## src/rtl/multicycle_control.sv

```systemverilog
// Main control FSM for the multicycle RV32I datapath: sequences fetch/decode/execute/memory/writeback.
// Optional ILLEGAL_TRAP_EN: unknown opcodes trap to HALT and set the sticky illegal flag.
module multicycle_control #(
    parameter logic [3:0] ALU_AND = 4'b0000,
    parameter logic [3:0] ALU_OR  = 4'b0001,
    parameter logic [3:0] ALU_ADD = 4'b0010,
    parameter logic [3:0] ALU_SUB = 4'b0110
) (
    input  logic       clk,
    input  logic       reset,
    input  logic [6:0] opcode,
    input  logic [2:0] funct3,
    input  logic       funct7_5,
    input  logic       zero,
    output logic       pc_write,
    output logic       iord,
    output logic       mem_read,
    output logic       mem_write,
    output logic       ir_write,
    output logic       mem_to_reg,
    output logic       reg_write,
    output logic       alu_src_a,
    output logic [1:0] alu_src_b,
    output logic [3:0] alu_control,
    output logic       pc_source,
    output logic [3:0] state,
    output logic       illegal
);

    typedef enum logic [3:0] {
        S_FETCH     = 4'd0,
        S_DECODE    = 4'd1,
        S_MEM_ADDR  = 4'd2,
        S_MEM_READ  = 4'd3,
        S_LW_WB     = 4'd4,
        S_MEM_WRITE = 4'd5,
        S_EXEC_R    = 4'd6,
        S_EXEC_I    = 4'd7,
        S_ALU_WB    = 4'd8,
        S_BRANCH    = 4'd9,
        S_PC_INC    = 4'd10,
        S_HALT      = 4'd11
    } state_t;

    localparam logic [6:0] OP_LOAD   = 7'b0000011;
    localparam logic [6:0] OP_STORE  = 7'b0100011;
    localparam logic [6:0] OP_RTYPE  = 7'b0110011;
    localparam logic [6:0] OP_ITYPE  = 7'b0010011;
    localparam logic [6:0] OP_BRANCH = 7'b1100011;

    state_t cur_state, nxt_state;

    always_ff @(posedge clk) begin
        if (reset) cur_state <= S_FETCH;
        else       cur_state <= nxt_state;
    end

    always_comb begin
        nxt_state = S_FETCH;
        case (cur_state)
            S_FETCH:  nxt_state = S_DECODE;
            S_DECODE: begin
                case (opcode)
                    OP_LOAD, OP_STORE: nxt_state = S_MEM_ADDR;
                    OP_RTYPE:          nxt_state = S_EXEC_R;
                    OP_ITYPE:          nxt_state = S_EXEC_I;
                    OP_BRANCH:         nxt_state = S_BRANCH;
`ifdef ILLEGAL_TRAP_EN
                    default:           nxt_state = S_HALT;
`else
                    default:           nxt_state = S_PC_INC;
`endif
                endcase
            end
            S_MEM_ADDR:  nxt_state = (opcode == OP_LOAD) ? S_MEM_READ : S_MEM_WRITE;
            S_MEM_READ:  nxt_state = S_LW_WB;
            S_LW_WB:     nxt_state = S_FETCH;
            S_MEM_WRITE: nxt_state = S_FETCH;
            S_EXEC_R:    nxt_state = S_ALU_WB;
            S_EXEC_I:    nxt_state = S_ALU_WB;
            S_ALU_WB:    nxt_state = S_FETCH;
            S_BRANCH:    nxt_state = zero ? S_FETCH : S_PC_INC;
            S_PC_INC:    nxt_state = S_FETCH;
            S_HALT:      nxt_state = S_HALT;
            default:     nxt_state = S_FETCH;
        endcase
    end

    // Reset gates every output so nothing writes during the reset cycle itself.
    always_comb begin
        pc_write    = 1'b0;
        iord        = 1'b0;
        mem_read    = 1'b0;
        mem_write   = 1'b0;
        ir_write    = 1'b0;
        mem_to_reg  = 1'b0;
        reg_write   = 1'b0;
        alu_src_a   = 1'b0;
        alu_src_b   = 2'b00;
        alu_control = ALU_AND;
        pc_source   = 1'b0;
        if (!reset) begin
            case (cur_state)
                S_FETCH: begin
                    mem_read = 1'b1;
                    ir_write = 1'b1;
                end
                S_DECODE: begin
                    alu_src_b   = 2'b10;
                    alu_control = ALU_ADD;
                end
                S_MEM_ADDR: begin
                    alu_src_a   = 1'b1;
                    alu_src_b   = 2'b10;
                    alu_control = ALU_ADD;
                end
                S_MEM_READ: begin
                    iord     = 1'b1;
                    mem_read = 1'b1;
                end
                S_LW_WB: begin
                    mem_to_reg  = 1'b1;
                    reg_write   = 1'b1;
                    alu_src_b   = 2'b01;
                    alu_control = ALU_ADD;
                    pc_write    = 1'b1;
                end
                S_MEM_WRITE: begin
                    iord        = 1'b1;
                    mem_write   = 1'b1;
                    alu_src_b   = 2'b01;
                    alu_control = ALU_ADD;
                    pc_write    = 1'b1;
                end
                S_EXEC_R: begin
                    alu_src_a = 1'b1;
                    case ({funct7_5, funct3})
                        4'b1000: alu_control = ALU_SUB;
                        4'b0111: alu_control = ALU_AND;
                        4'b0110: alu_control = ALU_OR;
                        default: alu_control = ALU_ADD;
                    endcase
                end
                S_EXEC_I: begin
                    alu_src_a = 1'b1;
                    alu_src_b = 2'b10;
                    case (funct3)
                        3'b110:  alu_control = ALU_OR;
                        3'b111:  alu_control = ALU_AND;
                        default: alu_control = ALU_ADD;
                    endcase
                end
                S_ALU_WB, S_PC_INC: begin
                    reg_write   = (cur_state == S_ALU_WB);
                    alu_src_b   = 2'b01;
                    alu_control = ALU_ADD;
                    pc_write    = 1'b1;
                end
                S_BRANCH: begin
                    alu_src_a   = 1'b1;
                    alu_control = ALU_SUB;
                    pc_source   = 1'b1;
                    pc_write    = zero;
                end
                default: ;
            endcase
        end
    end

    assign state = reset ? 4'd0 : cur_state;

`ifdef ILLEGAL_TRAP_EN
    logic illegal_q;

    always_ff @(posedge clk) begin
        if (reset)                     illegal_q <= 1'b0;
        else if (nxt_state == S_HALT)  illegal_q <= 1'b1;
    end

    assign illegal = illegal_q & ~reset;
`else
    assign illegal = 1'b0;
`endif

endmodule

```

## config.mk

```make
export PLATFORM = sky130hd
export DESIGN_NAME = multicycle_control
export DESIGN_NICKNAME = d
export VERILOG_FILES = /design/src/rtl/multicycle_control.sv
export SDC_FILE = /design/constraint.sdc
export NUM_CORES = 1
export LEC_CHECK = 0
export BUFFER_PORTS_ARGS = -buffer_cell sky130_fd_sc_hd__buf_2
export CORE_UTILIZATION = 42
export DETAILED_ROUTE_END_ITERATION = 8
export PLACE_DENSITY = 0.75
export SYNTH_ARGS = -nofsm -noshare
export SYNTH_HDL_FRONTEND = slang
export SYNTH_SLANG_ARGS = --single-unit
```

## constraint.sdc

```tcl
create_clock -name clk -period 1.6 [get_ports clk]
set_clock_uncertainty 0.15 [all_clocks]
set_input_delay 0 -clock clk [delete_from_list [all_inputs] [get_ports clk]]
set_output_delay 0 -clock clk [all_outputs]
set_load 0.1 [all_outputs]
```

==> summary.txt, run 1 <==
Post CTS Setup Buffer Count - 12
Boundary Pins - 34
Stop stage - clock tree synthesis (4_1_cts)
CTS sink cnt - 4
width of the die - 39.6 um
CTS root buf - clkbuf_4
CTS buffer count - 3
H-tree depth - 1
Tool Error - [ERROR DPL-0038] Utilization greater than 100%, impossible to legalize
hold_buf cts - 3
Final HPWL DP - 1580 um
cells after synthesis - 79
ys async rst share - 0%
Die Y - 39.6 um
outcome - did not finish
Post-CTS Resized - 10
maximum clock insertion buffer count - 2
Yosys reg bits - 4
Starting Density - 45.7%
Placer Congestion - 0.818
number of synthesized flops with an enable pin - 0
post-synth design cell area - 594 um^2
Seq/Total Area, Yosys - 13.5%
yosys warns - 0
average cell area after synthesis - 7.52 um^2
post-synthesis cell type count - 40
Port Buf Inserts - 31
row cnt - 13
Top FF cell, synth - dfxtp_1
cells in the mapped netlist, types with 2 or more instances:
cell / count / share of area (%)
a211o_1: 2 / 2.9
a21oi_1: 6 / 5.1
and3_1: 2 / 2.1
buf_4: 5 / 6.3
dfxtp_1: 4 / 13
inv_1: 2 / 1.3
inv_2: 2 / 1.3
nand2_1: 2 / 1.3
nand2b_1: 4 / 4.2
nor2_1: 7 / 4.4
nor2b_1: 3 / 3.2
nor3_1: 9 / 7.6
nor3b_1: 2 / 2.5
o21ai_0: 2 / 1.7
or3b_1: 2 / 2.9
cell families after synthesis:
family	synth area share, %
AOI/OAI and AO/OA	25.5
xor gates and xnor gates	2.95
buffers and inverters	10.3
DFF	13.5
other	0.631
and+or+nand+nor	47.2
stage by stage:
stage	TNS (ps)	instance area [um^2]	util, %	setup WS (ps)	cells
global placement	0	1190	91.5	123	124
detailed placement	0	1190	91.5	111	124
floorplan	-1410	807	-	-307	80
==> run 2, diff against run 1 <==
--- a/config.mk
+++ b/config.mk
@@ -6,9 +6,10 @@
 export NUM_CORES = 1
 export LEC_CHECK = 0
 export BUFFER_PORTS_ARGS = -buffer_cell sky130_fd_sc_hd__buf_2
-export CORE_UTILIZATION = 42
+export CORE_AREA = 2 2 63 65
 export DETAILED_ROUTE_END_ITERATION = 8
-export PLACE_DENSITY = 0.75
+export DIE_AREA = 0 0 65 67
+export PLACE_DENSITY_LB_ADDON = 0.15
 export SYNTH_ARGS = -nofsm -noshare
 export SYNTH_HDL_FRONTEND = slang
 export SYNTH_SLANG_ARGS = --single-unit
==> run 2 against run 1 <==
Against the previous run:
- synthesized cell count stayed put
- synthesized area is the same
- the flow now finishes, with violations (negative setup slack)
==> summary.txt, run 2 <==
CP endpoint kind - output port
cells after synthesis - 79 (unchanged)
fraction of layout cells with a size suffix above 1 - 72.7%
count leader, synth - nor3_1 (unchanged)
crit path from - cur_state[3]
crit path launch type - flop
Synth area leader - dfxtp_1 (unchanged)
slowest cell on the critical path - or3b_4
core area - 3610 um^2
max reg flops - 4
GRT Overall Usage - 10.5%
width of the die - 65 um (was 39.6 um)
post-place instance area - 1250 um^2 (was 1190 um^2)
Multi-input gate area - 652 um^2
largest net degree at the start of global routing - 17
Fill cells - 352
row cnt - 22 (was 13)
net switching power - 1.34 mW
CTS tree - yes
Worst VDD drop - 0.945 mV
Worst Hold Class - input pin to flop
clock period minus worst slack - 1630 ps
H-tree depth - 1 (unchanged)
Combinational Power Share - 81.6%
DRC Markers - 0
first-pass GRT wire length - 3520 um
RSZ-0062 raised after global routing - yes
setup violators final - 4
total number of vias - 796
metal2 WL - 1080 um
Max Slew Vio Count - 0
maximum clock insertion buffer count - 2 (unchanged)
share of total power in sequential cells - 9.3%
per-cell routed wire length - 12.3 um
Reg area - 95.1 um^2
average cell area after synthesis - 7.52 um^2 (unchanged)
cell family with most CP delay - simple AND/OR/NAND/NOR gates
CTS buffer count - 3 (unchanged)
largest register by flop count - cur_state
Fmax achieved - 613 MHz
clock share of power - 9.2%
outcome - complete, but fails checks (was did not finish)
Yosys reg bits - 4 (unchanged)
antenna viol nets, final - 0
clk_lat worst skew - 220 ps
RR Startpoint - cur_state[0]
CP max stage delay - 400 ps
max cap viols - 0
most common cell after layout, fill and taps aside - buf_12
iteration count of the initial detailed-routing pass - 4
vias in the first global route - 740
total gr overflow - 0
initial DRC count - 14
final-stage net count - 147
Final Hold Vio Count - 0
worst-path cell chain - or3b_4 > a21oi_4 > a21o_4 > buf_12
Die ar. - 4360 um^2
Die Y - 67 um (was 39.6 um)
yosys warns - 0 (unchanged)
Regs by FF count - cur_state (4)
worst path required time - 1450 ps
post-synth design cell area - 594 um^2 (unchanged)
commonest cells after routing, fill and taps aside - buf_12, buf_4, buf_2
post-synth top area share - 13.5% (unchanged)
WL met3 - 126 um
P per Cell Area - 1690 nW/um^2
n_diodes - 0
final instance area - 1490 um^2
initial antenna violation count - 0
Pint - 1.17 mW
Starting Density - 16.5% (was 45.7%)
Top FF cell, synth - dfxtp_1 (unchanged)
number of synthesized flops with an enable pin - 0 (unchanged)
vias per cell - 4.42
post-route clock period utilization - 102%
Boundary Pins - 34 (unchanged)
switch share - 53.4%
violated checks - negative setup slack
Final HPWL DP - 1590 um (was 1580 um)
Final WS setup - -32.6 ps
highest routed layer - met4
clock-pin slew on the worst setup and hold paths - 30 ps
WHS - 18.4 ps
WL met1 - 942 um
main area contributors after synthesis - dfxtp_1, nor3_1, buf_4 (unchanged)
area delta synth->final - 151%
Seq/Total Area, Yosys - 13.5% (unchanged)
overall power - 2.51 mW
Leakage Power - 0.590 nW
crit path buf inv count - 1
DRT Wirelength - 2210 um
Placer Congestion - 0.738 (was 0.818)
crit-path max FO - 9
min-delay src - opcode[4]
Port Buf Inserts - 31 (unchanged)
post-synthesis cell type count - 40 (unchanged)
worst endpoint data arrival time - 1480 ps
CTS root buf - clkbuf_8 (was clkbuf_4)
critical path class - flop to output port
top cells by count, synth - nor3_1, nor2_1, a21oi_1 (unchanged)
ys async rst share - 0% (unchanged)
CTS sink cnt - 4 (unchanged)
-- run 2: repair_timing --
item	in CTS	in global routing
endpoints found under the hold margin	1	0
buffers inserted	11	6
setup endpoints to repair	9	10
pin swaps	6	3
hold buffers	1	0
gates resized for setup	7	6
-- run 2: power by group through the flow --
stage          combinational (mW)  clock [mW]  sequential [mW]
4_1_cts                      1.90       0.237            0.261
5_1_grt                      2.14       0.241            0.244
3_3_place_gp                 1.72           0            0.303
3_5_place_dp                 1.72           0            0.306
2_1_floorplan                1.34           0            0.217
6_report                     2.05       0.231            0.233
-- run 2: kinds of logic after synthesis --
| kind of cell | Yosys count | share of synthesized area (%) |
|---|---|---|
| AND/OR/NAND/NOR | 41 | 47.2 |
| AO/OA/AOI/OAI | 20 | 25.5 |
| buffers and inverters | 11 | 10.3 |
| flip-flops | 4 | 13.5 |
| XOR/XNOR | 2 | 2.95 |
| other | 1 | 0.631 |
-- run 2: per-layer routing --
metal	up-vias	GRT usage (%)
met5	-	0
met4	0	7.18
met3	6	0.845
met2	30	17.4
met1	366	13.0
li1	394	-
-- run 2: worst paths after layout --
check / cells after the start / slack (ps) / to
worst min register to register: 2 / 490 / cur_state[3]
worst max-delay path: 4 / -30 / pc_write
worst max register to register: 5 / 50 / cur_state[1]
worst min-delay path: 4 / 20 / cur_state[1]
-- run 2: tightest hold or removal path: stages --
cell and delay [ps]:
buf_2 100, nor3_1 60, nand3_1 90, a311oi_2 90
-- run 2: stage by stage --
stage,setup slack (ps),TNS (ps),util (%),cells
after detailed placement,97.3,0,34.8,158
final,-32.6,-55.2,41.4,180
after floorplan,-307,-1410,-,80
after CTS,-40.0,-45.4,39.7,174
after global routing,-70.3,-351,41.4,180
after global placement,73.2,0,34.8,158
-- run 2: area by class of cell --
cell class	count	area share, %
multi-input combinational	65	43.7
timing repair buffer	55	41.9
sequential	4	6.38
tap	48	4.03
clock buffer	4	3.02
inverter	4	1.01
Power figures use the tool's default switching activity.
